==> config.mk <==
export PLATFORM = sky130hd
export DESIGN_NAME = mul_seq_param
export DESIGN_NICKNAME = d
export VERILOG_FILES = /design/src/rtl/mul_seq_param.sv
export SDC_FILE = /design/constraint.sdc
export NUM_CORES = 1
export LEC_CHECK = 0
export BUFFER_PORTS_ARGS = -buffer_cell sky130_fd_sc_hd__clkbuf_2
export CORE_ASPECT_RATIO = 1.25
export CORE_MARGIN = 3
export CORE_UTILIZATION = 62
export CTS_CLUSTER_DIAMETER = 100
export DETAILED_ROUTE_END_ITERATION = 10
export PLACE_DENSITY_LB_ADDON = 0.08
export SLEW_MARGIN = 20
export SYNTH_ARGS = -nofsm -noshare
export SYNTH_HDL_FRONTEND = slang
export SYNTH_SLANG_ARGS = --single-unit
export TNS_END_PERCENT = 30
==> constraint.sdc <==
create_clock -name clk -period 5.9 [get_ports clk]
set_input_delay 1.18 -clock clk [delete_from_list [all_inputs] [get_ports clk]]
set_output_delay 1.18 -clock clk [all_outputs]
set_load 0.005 [all_outputs]
==> src/rtl/mul_seq_param.sv <==
// mul_seq_param: shift-add sequential multiplier, signed/unsigned per operation, start/ready/done handshake
module mul_seq_param #(
  parameter int WIDTH = 8,
  parameter int CNT_W = $clog2(WIDTH+1)
) (
  input  logic               clk,
  input  logic               rst,
  input  logic               start,
  input  logic               signed_mode,
  input  logic [WIDTH-1:0]   a,
  input  logic [WIDTH-1:0]   b,
  output logic [2*WIDTH-1:0] y,
  output logic               ready,
  output logic               done
);
  localparam logic [1:0] IDLE = 2'd0, CALC = 2'd1, FIX = 2'd2, DONE = 2'd3;
  logic [1:0]           state;
  logic [WIDTH-1:0]     mcand;
  logic [2*WIDTH:0]     acc;
  logic [CNT_W-1:0]     cnt;
  logic                 sgn;
  logic [WIDTH-1:0]     mag_a, mag_b;
  logic [WIDTH:0]       sum;
  logic [2*WIDTH-1:0]   prod;
  always_comb begin
    mag_a = (signed_mode && a[WIDTH-1]) ? -a : a;
    mag_b = (signed_mode && b[WIDTH-1]) ? -b : b;
    sum   = acc[2*WIDTH:WIDTH] + {1'b0, mcand & {WIDTH{acc[0]}}};
    prod  = acc[2*WIDTH-1:0];
  end
  // multiplier sits in the low half and is consumed LSB-first as the partial product shifts in
  always_ff @(posedge clk or posedge rst) begin
    if (rst) begin
      state <= IDLE;
      mcand <= '0;
      acc   <= '0;
      cnt   <= '0;
      sgn   <= 1'b0;
      y     <= '0;
      done  <= 1'b0;
      ready <= 1'b1;
    end else begin
      case (state)
        IDLE: if (start) begin
          mcand <= mag_a;
          acc   <= {{(WIDTH+1){1'b0}}, mag_b};
          cnt   <= '0;
          sgn   <= signed_mode & (a[WIDTH-1] ^ b[WIDTH-1]);
          ready <= 1'b0;
          state <= CALC;
        end
        CALC: begin
          acc   <= {sum, acc[WIDTH-1:0]} >> 1;
          cnt   <= cnt + 1'b1;
          state <= (cnt == CNT_W'(WIDTH-1)) ? FIX : CALC;
        end
        FIX: begin
          y     <= sgn ? -prod : prod;
          done  <= 1'b1;
          state <= DONE;
        end
        DONE: begin
          done  <= 1'b0;
          ready <= 1'b1;
          state <= IDLE;
        end
      endcase
    end
  end
endmodule

==> results of run 1 <==
cell families (layout without fill, tap and decap cells):
kind of cell / count (synthesis) / after routing / synth area share, %
xor gates and xnor gates: 30 / 30 / 9.472
adders and majority gates: 13 / 13 / 6.134
DFF: 49 / 49 / 44.25
buffers and inverters: 23 / 57 / 3.112
AOI/OAI and AO/OA: 89 / 89 / 19.03
and+or+nand+nor: 99 / 99 / 16.92
muxes: 3 / 3 / 1.083
through the flow:
stage | cells | power, mW | setup WS [ns] | util, % | instance area (um2)
final | 396 | 1.584 | 3.484 | 74.18 | 3113
after global routing | 396 | 1.733 | 3.367 | 74.18 | 3113
after CTS | 396 | 1.593 | 3.484 | 74.15 | 3112
after detailed placement | 388 | 1.346 | 3.434 | 71.38 | 2995
after global placement | 388 | 1.308 | 3.467 | 71.38 | 2995
after floorplan | 306 | 1.137 | 3.549 | - | 2774
critical path, delay by kind of cell, from the launching register on:
family,cells,cell delay [ns]
AO/OA/AOI/OAI,4,0.84
XOR/XNOR,1,0.16
adder cells (fa/ha/maj),2,0.63
flip-flops,1,0.46
AND/OR/NAND/NOR,1,0.17
how the worst min path moves through the flow:
stage | slack [ns] | startpoint | cells after the start | to
5_1_grt | 0.50 | y[3] | 2 | y[3]
4_1_cts | 0.49 | mcand[3] | 2 | mcand[3]
3_3_place_gp | 0.45 | mcand[1] | 2 | mcand[1]
3_5_place_dp | 0.47 | y[3] | 2 | y[3]
2_1_floorplan | 0.44 | mcand[7] | 2 | mcand[7]
6_report | 0.48 | y[13] | 2 | y[13]
layout make-up:
class,instances,area share (%)
well taps,56,2.251
inverters,10,1.246
clock inverters,1,0.9646
flip-flops and latches,49,39.43
repair buffers,39,6.431
clock buffers,7,2.773
multi-input cells,234,46.91
flip-flops by register name, indices dropped and copies added, names as in the netlist, named ones only:
name   flops
acc       16
y         16
mcand      8
cnt        4
done       1
ready      1
sgn        1
state      1
layer usage:
metal	track usage (%)	up-vias
li1	-	1136
met1	28.00	1049
met2	41.22	60
met3	3.734	9
met4	8.299	0
met5	0	-
synthesized netlist by cell type:
library cell | count | area [um2]
inv_1 | 10 | 37.54
or2_0 | 1 | 6.260
o21ai_0 | 51 | 255.2
nand3_1 | 10 | 50.05
a31oi_1 | 3 | 18.77
mux2i_1 | 3 | 30.03
nand4_1 | 1 | 6.260
nand2_1 | 43 | 161.4
nor4_1 | 1 | 6.260
o21ai_1 | 2 | 10.01
a22oi_1 | 7 | 52.55
clkbuf_1 | 12 | 45.04
o41ai_1 | 3 | 26.28
xnor2_1 | 10 | 87.58
buf_1 | 1 | 3.750
o21bai_1 | 1 | 7.510
dfstp_2 | 1 | 26.28
or4_4 | 2 | 22.52
fa_1 | 1 | 20.02
and2_1 | 9 | 56.30
a311o_1 | 1 | 10.01
nor3b_1 | 1 | 7.510
nor2b_1 | 2 | 12.51
or3_1 | 2 | 12.51
nand2b_1 | 6 | 37.54
nor2_1 | 16 | 60.06
a21o_1 | 2 | 15.01
ha_1 | 12 | 150.1
a211oi_1 | 2 | 15.01
a21oi_1 | 9 | 45.04
o211ai_1 | 1 | 7.510
o22ai_1 | 1 | 6.260
or3_2 | 1 | 7.510
nor3_1 | 3 | 15.01
nand3b_1 | 1 | 7.510
xor2_1 | 20 | 175.2
o31ai_1 | 5 | 37.54
o31ai_4 | 1 | 21.27
dfrtp_1 | 48 | 1201
cells in the final DEF, fill, tap and decap left out, types with 2 or more instances in the layout:
cell type / Yosys / final
o21ai_0: 51 / 51
dfrtp_1: 48 / 48
nand2_1: 43 / 43
clkbuf_2: 0 / 37
xor2_1: 20 / 20
nor2_1: 16 / 16
ha_1: 12 / 12
xnor2_1: 10 / 10
nand3_1: 10 / 10
inv_1: 10 / 9
a21oi_1: 9 / 9
and2_1: 9 / 9
a22oi_1: 7 / 7
nand2b_1: 6 / 6
clkbuf_8: 0 / 6
o31ai_1: 5 / 5
mux2i_1: 3 / 3
o41ai_1: 3 / 3
nor3_1: 3 / 3
a31oi_1: 3 / 3
or4_4: 2 / 2
o21ai_1: 2 / 2
nor2b_1: 2 / 2
a21o_1: 2 / 2
a211oi_1: 2 / 2
or3_1: 2 / 2
buf_4: 0 / 2
report_power, final:
| part | leakage, nW | switching, mW | internal [mW] |
|---|---|---|---|
| clock network | 0.0585 | 0.108 | 0.138 |
| registers | 0.601 | 0.168 | 0.497 |
| logic | 0.801 | 0.363 | 0.310 |
| total | 1.46 | 0.639 | 0.945 |
==> out/qor.csv, run 1 <==
stage,metric,value,unit
status,status,"finished, final reports clean",
final_layout,drive_gt1_share,15.29,%
final_layout,regArea,1227,um2
clock_network,clock_path_buffers,2,
drt,routedWlPerCell,13.64,um
timing,setup_viol,0,
power_and_ir_drop,power.density,508.9,nW/um2
clock_network,clock_sinks,49,
job,maxCapViolCount,0,
setup_path,ff2ff_setup_slack,3.48,ns
logic_synthesis,synth_fp_nets,339,
logic_synthesis,ys_ff_latch,49,
clock_network,cts_tree,built,
logic_synthesis,synth-seq-area-share,44.25,%
timing,rsz0062_at_grt,false,
timing,hold_violations,0,
setup_path,timing.rr.end,acc[13],
timing,finalCriticalPeriod,2.416,ns
final_layout,nets,372,
final_layout,n_antenna_cell,0,
logic_synthesis,netlist-cell-type-count,39,
timing,slew_headroom,33.95,%
final_layout,num-fill-cells,331,
floorplanning,core_area,4197,um2
setup_path,crit_path_end,acc[13],
global_route,grt_pass1_vias,2115,
drt,routed_wl,5400,um
setup_path,cp.required,6.05,ns
timing,hold_ws,0.4816,ns
logic_synthesis,yosysWarnings,0,
worst_hold_path,min_path_type,flop to flop,
setup_path,r2r_start,acc[0],
drt,viasPerCell,5.692,
setup_path,path_class,flop to flop,
clock_network,postCtsSetupBuffers,0,
global_route,grt_max_degree,50,
clock_network,postCtsHoldBufs,0,
drt,vias,2254,
setup_path,crit_chain,and2_1 -> ha_1 -> fa_1 -> a21o_1 -> a311o_1 -> a21oi_1 -> xor2_1 -> o21ai_0,
drt,drt-pass1-iter-count,4,
timing,slew_viol_final,0,
timing,fin_crit_sh,40.95,%
timing,tns,0,ns
clock_network,clockRootBuffer,clkbuf_8,
clock_network,path_clk_slew,0.08,ns
floorplanning,die_h,80.79,um
logic_synthesis,synthCells,306,
floorplanning,fp.dieArea,5318,um2
drt,wl_met3,255,um
timing,worst_pin_slew,0.9908,ns
drt,wl_met2,2721,um
drt,wl_met1,2321,um
timing,fmaxAchievable,413.9,MHz
drt,drt_iter0_drc,93,
global_route,gr-total-overflow,0,
clock_network,clk_latency,0.30,ns
floorplanning,io_pins,38,
place,io_buffers,37,
floorplanning,start_util,66.10,%
final_layout,multi_input_area,1460,um2
setup_path,worstSetupStartpoint,acc[0],
setup_path,cp_slowest_cell,dfrtp_1,
drt,drc,0,
setup_path,cp-start-kind,flop,
setup_path,critical_path_peak_fanout,10,
power_and_ir_drop,peakVddDrop,0.0002552,V
global_route,antenna_found_initial,0,
power_and_ir_drop,power_leakage,1.461,nW
clock_network,htreeDepth,2,
global_route,grt_usage,23.14,%
clock_network,cts_buffers,5,
floorplanning,die_w,65.83,um
logic_synthesis,syn_area,2774,um2
final_layout,areaGrowthSynthToFinish,12.22,%
clock_network,cts.repair.resized,0,
timing,finalClockSkew,0.007872,ns
setup_path,worst_ep_arrival_time,2.57,ns
setup_path,rr_worst_depth,8,
floorplanning,fp-row-count,26,
logic_synthesis,avgSynthCellArea,9.065,um2
drt,postRouteAntennaNets,0,
setup_path,critPathMaxStageDelay,0.46,ns
place,gp_congestion,0.9253,
setup_path,end_kind,flop,
place,hpwl,4008,um
drt,dr.max_layer_used,met4,
global_route,grt_pass1_wl,9501,um
(Power assumes the default switching activity.)
==> inputs of run 2 (changes only) <==
--- a/config.mk
+++ b/config.mk
@@ -8,7 +8,7 @@
 export BUFFER_PORTS_ARGS = -buffer_cell sky130_fd_sc_hd__clkbuf_2
 export CORE_ASPECT_RATIO = 1.25
 export CORE_MARGIN = 3
-export CORE_UTILIZATION = 62
+export CORE_UTILIZATION = 57
 export CTS_CLUSTER_DIAMETER = 100
 export DETAILED_ROUTE_END_ITERATION = 10
 export PLACE_DENSITY_LB_ADDON = 0.08
==> constraint.sdc (replaced) <==
create_clock -name clk -period 2.4 [get_ports clk]
set_input_delay 0.48 -clock clk [delete_from_list [all_inputs] [get_ports clk]]
set_output_delay 0.48 -clock clk [all_outputs]
set_load 0.005 [all_outputs]
==> run 2 against run 1 <==
Compared with the run above:
- sequential power rose by 140%
- clock power grew 150%
- die area grew 8.0%
- critical path depth unchanged
- count of clock-buffer cells in the layout is 1 lower
- via count shrank 1.4%
- flip-flop and latch count unchanged
- largest cell class unchanged
==> out/qor.csv, run 2 (same netlist as run 1, synthesis figures left out) <==
stage,metric,value,unit,change
drt,routed_wl,5228,um,was 5400 um
setup_path,crit_path_end,acc[13],,unchanged
setup_path,worstSetupStartpoint,acc[0],,unchanged
timing,slew_viol_final,0,,unchanged
power_and_ir_drop,power.density,1234,nW/um2,was 508.9 nW/um2
timing,hold_violations,0,,unchanged
status,status,"finished, final reports clean",,unchanged
power_and_ir_drop,power_leakage,1.490,nW,was 1.461 nW
final_layout,utilization,69.77,%,was 74.18%
final_layout,n_antenna_cell,0,,unchanged
setup_path,cp-start-kind,flop,,unchanged
place,hpwl,3985,um,was 4008 um
floorplanning,core_area,4561,um2,was 4197 um2
timing,fin_crit_sh,92.81,%,was 40.95%
setup_path,critPathMaxStageDelay,0.41,ns,was 0.46 ns
timing,setup_viol,0,,unchanged
setup_path,crit_chain,and2_1 -> ha_1 -> fa_2 -> a21o_1 -> a311o_1 -> a21oi_2 -> xor2_1 -> o21ai_0,,was and2_1 -> ha_1 -> fa_1 -> a21o_1 -> a311o_1 -> a21oi_1 -> xor2_1 -> o21ai_0
timing,fmaxAchievable,448.9,MHz,was 413.9 MHz
setup_path,end_kind,flop,,unchanged
drt,drc,0,,unchanged
clock_network,htreeDepth,2,,unchanged
clock_network,clk_latency,0.30,ns,about the same
timing,worst_pin_slew,0.7305,ns,was 0.9908 ns
global_route,grt_usage,20.60,%,was 23.14%
floorplanning,die_w,68.40,um,was 65.83 um
final_layout,regArea,1227,um2,unchanged
drt,drt-pass1-iter-count,4,,unchanged
final_layout,fin_area,3182,um2,was 3113 um2
drt,drt_iter0_drc,94,,was 93
floorplanning,fp.dieArea,5745,um2,was 5318 um2
clock_network,path_clk_slew,0.09,ns,was 0.08 ns
final_layout,areaGrowthSynthToFinish,14.70,%,was 12.22%
drt,postRouteAntennaNets,0,,unchanged
setup_path,path_class,flop to flop,,unchanged
final_layout,drive_gt1_share,17.39,%,was 15.29%
floorplanning,start_util,60.82,%,was 66.10%
place,io_buffers,37,,unchanged
setup_path,timing.rr.end,acc[13],,unchanged
timing,finalCriticalPeriod,2.227,ns,was 2.416 ns
place,place_area,3040,um2,was 2995 um2
power_and_ir_drop,peakVddDrop,0.0005905,V,was 0.0002552 V
timing,hold_ws,0.1927,ns,was 0.4816 ns
floorplanning,fp-row-count,27,,was 26
timing,finalClockSkew,0.007388,ns,was 0.007872 ns
clock_network,clock_path_buffers,2,,unchanged
clock_network,cts_tree,built,,unchanged
final_layout,final_common_cell,o21ai_0,,unchanged
clock_network,postCtsSetupBuffers,0,,unchanged
floorplanning,die_h,84.00,um,was 80.79 um
setup_path,ff2ff_setup_slack,0.17,ns,was 3.48 ns
drt,viasPerCell,5.516,,was 5.692
drt,routedWlPerCell,12.97,um,was 13.64 um
final_layout,reg_top3,"acc: 16 flops, y: 16 flops, mcand: 8 flops",,unchanged
clock_network,clockRootBuffer,clkbuf_8,,unchanged
final_layout,nets,377,,was 372
final_layout,layout_common_cells,"o21ai_0 (51), dfrtp_1 (48), nand2_1 (43), clkbuf_2 (37), xor2_1 (20)",,unchanged
global_route,antenna_found_initial,0,,unchanged
clock_network,clock_sinks,49,,unchanged
drt,vias,2223,,was 2254
final_layout,multi_input_area,1466,um2,was 1460 um2
place,gp_congestion,0.8627,,was 0.9253
job,maxCapViolCount,0,,unchanged
setup_path,cp.required,2.56,ns,was 6.05 ns
final_layout,num-fill-cells,396,,was 331
global_route,gr-total-overflow,0,,unchanged
timing,slew_headroom,51.12,%,was 33.95%
setup_path,critical_path_peak_fanout,4,,was 10
clock_network,cts_buffers,5,,unchanged
floorplanning,io_pins,38,,unchanged
worst_hold_path,min_path_type,input pin to asynchronous set/reset pin,,was flop to flop
global_route,grt_max_degree,35,,was 50
global_route,grt_pass1_wl,9218,um,was 9501 um
global_route,grt_pass1_vias,2074,,was 2115
setup_path,r2r_start,acc[0],,unchanged
setup_path,worst_ep_arrival_time,2.38,ns,was 2.57 ns
setup_path,rr_worst_depth,8,,unchanged
clock_network,postCtsHoldBufs,0,,unchanged
setup_path,cp_slowest_cell,dfrtp_1,,unchanged
[run 2: repair_timing]
action                                  4_1_cts  5_1_grt
endpoints found under the setup margin        0        1
endpoints found under the hold margin         0        0
resized for setup                             0        2
[run 2: worst min path at each step]
stage,from,endpoint,slack [ns],cells after the start
after floorplan,mcand[7],mcand[7],0.44,2
after global placement,mcand[4],mcand[4],0.46,2
after detailed placement,mcand[2],mcand[2],0.46,2
after CTS,rst,y[9],0.21,2
after global routing,rst,y[12],0.24,2
final,rst,y[9],0.19,2
[run 2: power by group]
group	internal, mW	switching (mW)	leakage, nW
Clock	0.339	0.276	0.0574
Sequential	1.22	0.374	0.601
Combinational	0.800	0.914	0.832
Total	2.36	1.56	1.49
[run 2: cell type report]
cell class	count	area share, %
Multi-Input combinational cell	234	46.09
Clock buffer	6	2.595
Tap cell	58	2.281
Inverter	10	1.180
Sequential cell	49	38.58
Timing Repair Buffer	44	8.101
Clock inverter	2	1.180
[run 2: metal layers]
metal | global-route usage [%] | vias to the layer above | wire length [um]
li1 | - | 1151 | -
met1 | 27.05 | 1008 | 2369
met2 | 33.45 | 58 | 2522
met3 | 3.774 | 6 | 254
met4 | 6.510 | 0 | 81
met5 | 0 | - | 0
[run 2: through the flow]
step,setup TNS [ns],cells,setup slack (ns),total power [mW]
3_3_place_gp,0,394,0.1522,3.256
3_5_place_dp,0,394,0.1386,3.337
6_report,0,403,0.1726,3.925
2_1_floorplan,0,306,0.2069,2.795
4_1_cts,0,402,0.1046,3.946
5_1_grt,-0.008137,403,-0.008137,4.344
[run 2: worst max-delay path: cells and delay by family, from the launching register on]
kind,cells,cell delay [ns]
adders and majority gates,2,0.58
AOI/OAI and AO/OA,4,0.81
DFF,1,0.41
xor gates and xnor gates,1,0.14
and+or+nand+nor,1,0.15
==> inputs of run 3 (changes only) <==
--- a/config.mk
+++ b/config.mk
@@ -5,12 +5,12 @@
 export SDC_FILE = /design/constraint.sdc
 export NUM_CORES = 1
 export LEC_CHECK = 0
-export BUFFER_PORTS_ARGS = -buffer_cell sky130_fd_sc_hd__clkbuf_2
 export CORE_ASPECT_RATIO = 1.25
 export CORE_MARGIN = 3
-export CORE_UTILIZATION = 57
+export CORE_UTILIZATION = 25
 export CTS_CLUSTER_DIAMETER = 100
 export DETAILED_ROUTE_END_ITERATION = 10
+export DONT_BUFFER_PORTS = 1
 export PLACE_DENSITY_LB_ADDON = 0.08
 export SLEW_MARGIN = 20
 export SYNTH_ARGS = -nofsm -noshare
==> constraint.sdc (replaced) <==
create_clock -name clk -period 2.3 [get_ports clk]
set_input_delay 0.46 -clock clk [delete_from_list [all_inputs] [get_ports clk]]
set_output_delay 0.46 -clock clk [all_outputs]
set_load 0.005 [all_outputs]
==> run 3 against run 2 <==
Compared with the run above:
- register-to-register slack worse by 0.02 ns
- highest routed layer unchanged
- fmax up 3.8%
- critical path type unchanged
- sequential power up 3%
- flip-flop and latch count unchanged
- largest power group unchanged
- worst setup slack worse by 0.019 ns
- die area up 120%
==> out/qor.csv, run 3 (same netlist as run 1, synthesis figures left out) <==
stage,metric,value,unit,change
status,status,"finished, final reports clean",,unchanged
clock_network,cts_buffers,5,,unchanged
clock_network,postCtsHoldBufs,0,,unchanged
drt,drt_iter0_drc,98,,was 94
clock_network,clock_path_buffers,2,,unchanged
final_layout,final_cells,447,,was 403
final_layout,n_antenna_cell,0,,unchanged
power_and_ir_drop,power.density,1328,nW/um2,was 1234 nW/um2
final_layout,reg_top3,"acc: 16 flops, y: 16 flops, mcand: 8 flops",,unchanged
timing,slew_viol_final,0,,unchanged
timing,rsz0062_at_grt,false,,
final_layout,fin_area,3143,um2,was 3182 um2
setup_path,worst_ep_arrival_time,2.33,ns,was 2.38 ns
power_and_ir_drop,power_leakage,1.374,nW,was 1.490 nW
floorplanning,start_util,25.88,%,was 60.82%
setup_path,crit_top_cell,or4_4,,
timing,hold_violations,0,,unchanged
global_route,grt_pass1_wl,11160,um,was 9218 um
global_route,grt_pass1_vias,2157,,was 2074
timing,worst_pin_slew,0.8555,ns,was 0.7305 ns
global_route,grt_max_degree,33,,was 35
clock_network,path_clk_slew,0.07,ns,was 0.09 ns
final_layout,drive_gt1_share,9.524,%,was 17.39%
final_layout,regArea,1227,um2,unchanged
drt,viasPerCell,4.649,,was 5.516
job,maxCapViolCount,0,,unchanged
drt,drt-pass1-iter-count,4,,unchanged
place,place_area,2995,um2,was 3040 um2
setup_path,cp-start-kind,flop,,unchanged
final_layout,nets,347,,was 377
final_layout,multi_input_area,1469,um2,was 1466 um2
timing,finalClockSkew,0.007180,ns,was 0.007388 ns
setup_path,path_buf_inv,1,,was 0
floorplanning,io_pins,38,,unchanged
drt,drc,0,,unchanged
setup_path,end_kind,flop,,unchanged
drt,postRouteAntennaNets,0,,unchanged
power_and_ir_drop,peakVddDrop,0.0003063,V,was 0.0005905 V
floorplanning,fp.dieArea,12400,um2,was 5745 um2
place,gp_congestion,0.7925,,was 0.8627
final_layout,final_common_cell,o21ai_0,,unchanged
clock_network,htreeDepth,2,,unchanged
floorplanning,fp-row-count,42,,was 27
drt,routed_wl,6643,um,was 5228 um
clock_network,clock_sinks,49,,unchanged
timing,finalCriticalPeriod,2.147,ns,was 2.227 ns
setup_path,path_class,flop to flop,,unchanged
worst_hold_path,min_path_type,input pin to asynchronous set/reset pin,,unchanged
timing,fin_crit_sh,93.33,%,was 92.81%
drt,vias,2078,,was 2223
clock_network,cts_tree,built,,unchanged
setup_path,cp_slowest_cell,or4_4,,was dfrtp_1
final_layout,num-fill-cells,1174,,was 396
clock_network,postCtsSetupBuffers,0,,unchanged
timing,fmaxAchievable,465.9,MHz,was 448.9 MHz
setup_path,cp.required,2.48,ns,was 2.56 ns
floorplanning,die_w,100.2,um,was 68.40 um
final_layout,areaGrowthSynthToFinish,13.31,%,was 14.70%
floorplanning,core_area,10720,um2,was 4561 um2
place,placed_cells_incl_taps,439,,was 394
global_route,antenna_found_initial,0,,unchanged
global_route,gr-total-overflow,0,,unchanged
setup_path,crit_family,simple AND/OR/NAND/NOR gates,,was compound AO/OA/AOI/OAI gates
global_route,grt_usage,11.55,%,was 20.60%
final_layout,utilization,29.32,%,was 69.77%
place,io_buffers,0,,was 37
drt,routedWlPerCell,14.86,um,was 12.97 um
clock_network,clockRootBuffer,clkbuf_16,,was clkbuf_8
timing,setup_viol,0,,unchanged
timing,tns,0,ns,unchanged
final_layout,layout_common_cells,"o21ai_0 (51), dfrtp_1 (48), nand2_1 (43), xor2_1 (20), nor2_1 (16)",,"was o21ai_0 (51), dfrtp_1 (48), nand2_1 (43), clkbuf_2 (37), xor2_1 (20)"
floorplanning,die_h,123.8,um,was 84.00 um
timing,slew_headroom,42.76,%,was 51.12%
place,hpwl,5062,um,was 3985 um
setup_path,crit_chain,buf_4 -> or4_4 -> or4_4 -> o31ai_4 -> xor2_1 -> o21ai_1,,was and2_1 -> ha_1 -> fa_2 -> a21o_1 -> a311o_1 -> a21oi_2 -> xor2_1 -> o21ai_0
clock_network,cts.repair.resized,0,,unchanged
clock_network,clk_latency,0.30,ns,about the same
setup_path,critPathMaxStageDelay,0.54,ns,was 0.41 ns
setup_path,critical_path_peak_fanout,5,,was 4
run 3: changes by cell type in the layout (fill, tap and decap cells not counted):
cell        delta
buf_12         -1
buf_4          +9
buf_8          -1
bufinv_16      -1
clkbuf_1       +1
clkbuf_16      +5
clkbuf_2      -37
clkbuf_8       -6
clkinv_2       +2
clkinvlp_4     -1
ha_1           -1
ha_2           +1
run 3: final cells by class:
cell class | instances | share of cell area [%]
multi-input combinational | 234 | 46.74
sequential | 49 | 39.05
tap | 132 | 5.255
clock buffer | 6 | 4.100
timing repair buffer | 14 | 3.344
inverter | 10 | 1.194
clock inverter | 2 | 0.3185
run 3: metal layers:
metal / global-route usage [%] / part of all wire [%]
met3: 2.801 / 5.5
met4: 4.044 / 1.7
met2: 18.91 / 44
met1: 14.87 / 48
met5: 0 / 0
run 3: worst paths after layout:
path / from / endpoint / slack [ns] / cells past startpoint
min in group clk: a[7] / mcand[7] / 0.30 / 2
setup reg to reg: acc[8] / y[15] / 0.15 / 6
max in group asynchronous: rst / ready / 1.64 / 2
hold reg to reg: mcand[3] / mcand[3] / 0.47 / 2
setup / recovery: acc[8] / y[15] / 0.15 / 6
hold / removal: rst / y[8] / 0.03 / 1
run 3: worst register-to-register path, cell delays in order, from the launching register on:
cell and delay (ns):
dfrtp_1 0.39, buf_4 0.16, or4_4 0.54, or4_4 0.45, o31ai_4 0.23, xor2_1 0.19, o21ai_1 0.07
run 3: power breakdown:
group	switching, mW	leakage [nW]	total (mW)	internal [mW]
combinational	1.00	0.703	1.79	0.787
clock	0.331	0.0706	0.732	0.401
sequential	0.375	0.601	1.65	1.28
run 3: through the flow:
stage | setup slack (ns) | total power [mW] | hold WS (ns)
3_3_place_gp | 0.06521 | 3.483 | 0.3559
6_report | 0.1534 | 4.173 | 0.02718
2_1_floorplan | 0.1069 | 2.916 | 0.4383
5_1_grt | 0.0006994 | 4.625 | 0.06020
4_1_cts | 0.003348 | 4.258 | 0.04422
3_5_place_dp | 0.01690 | 3.499 | 0.3632
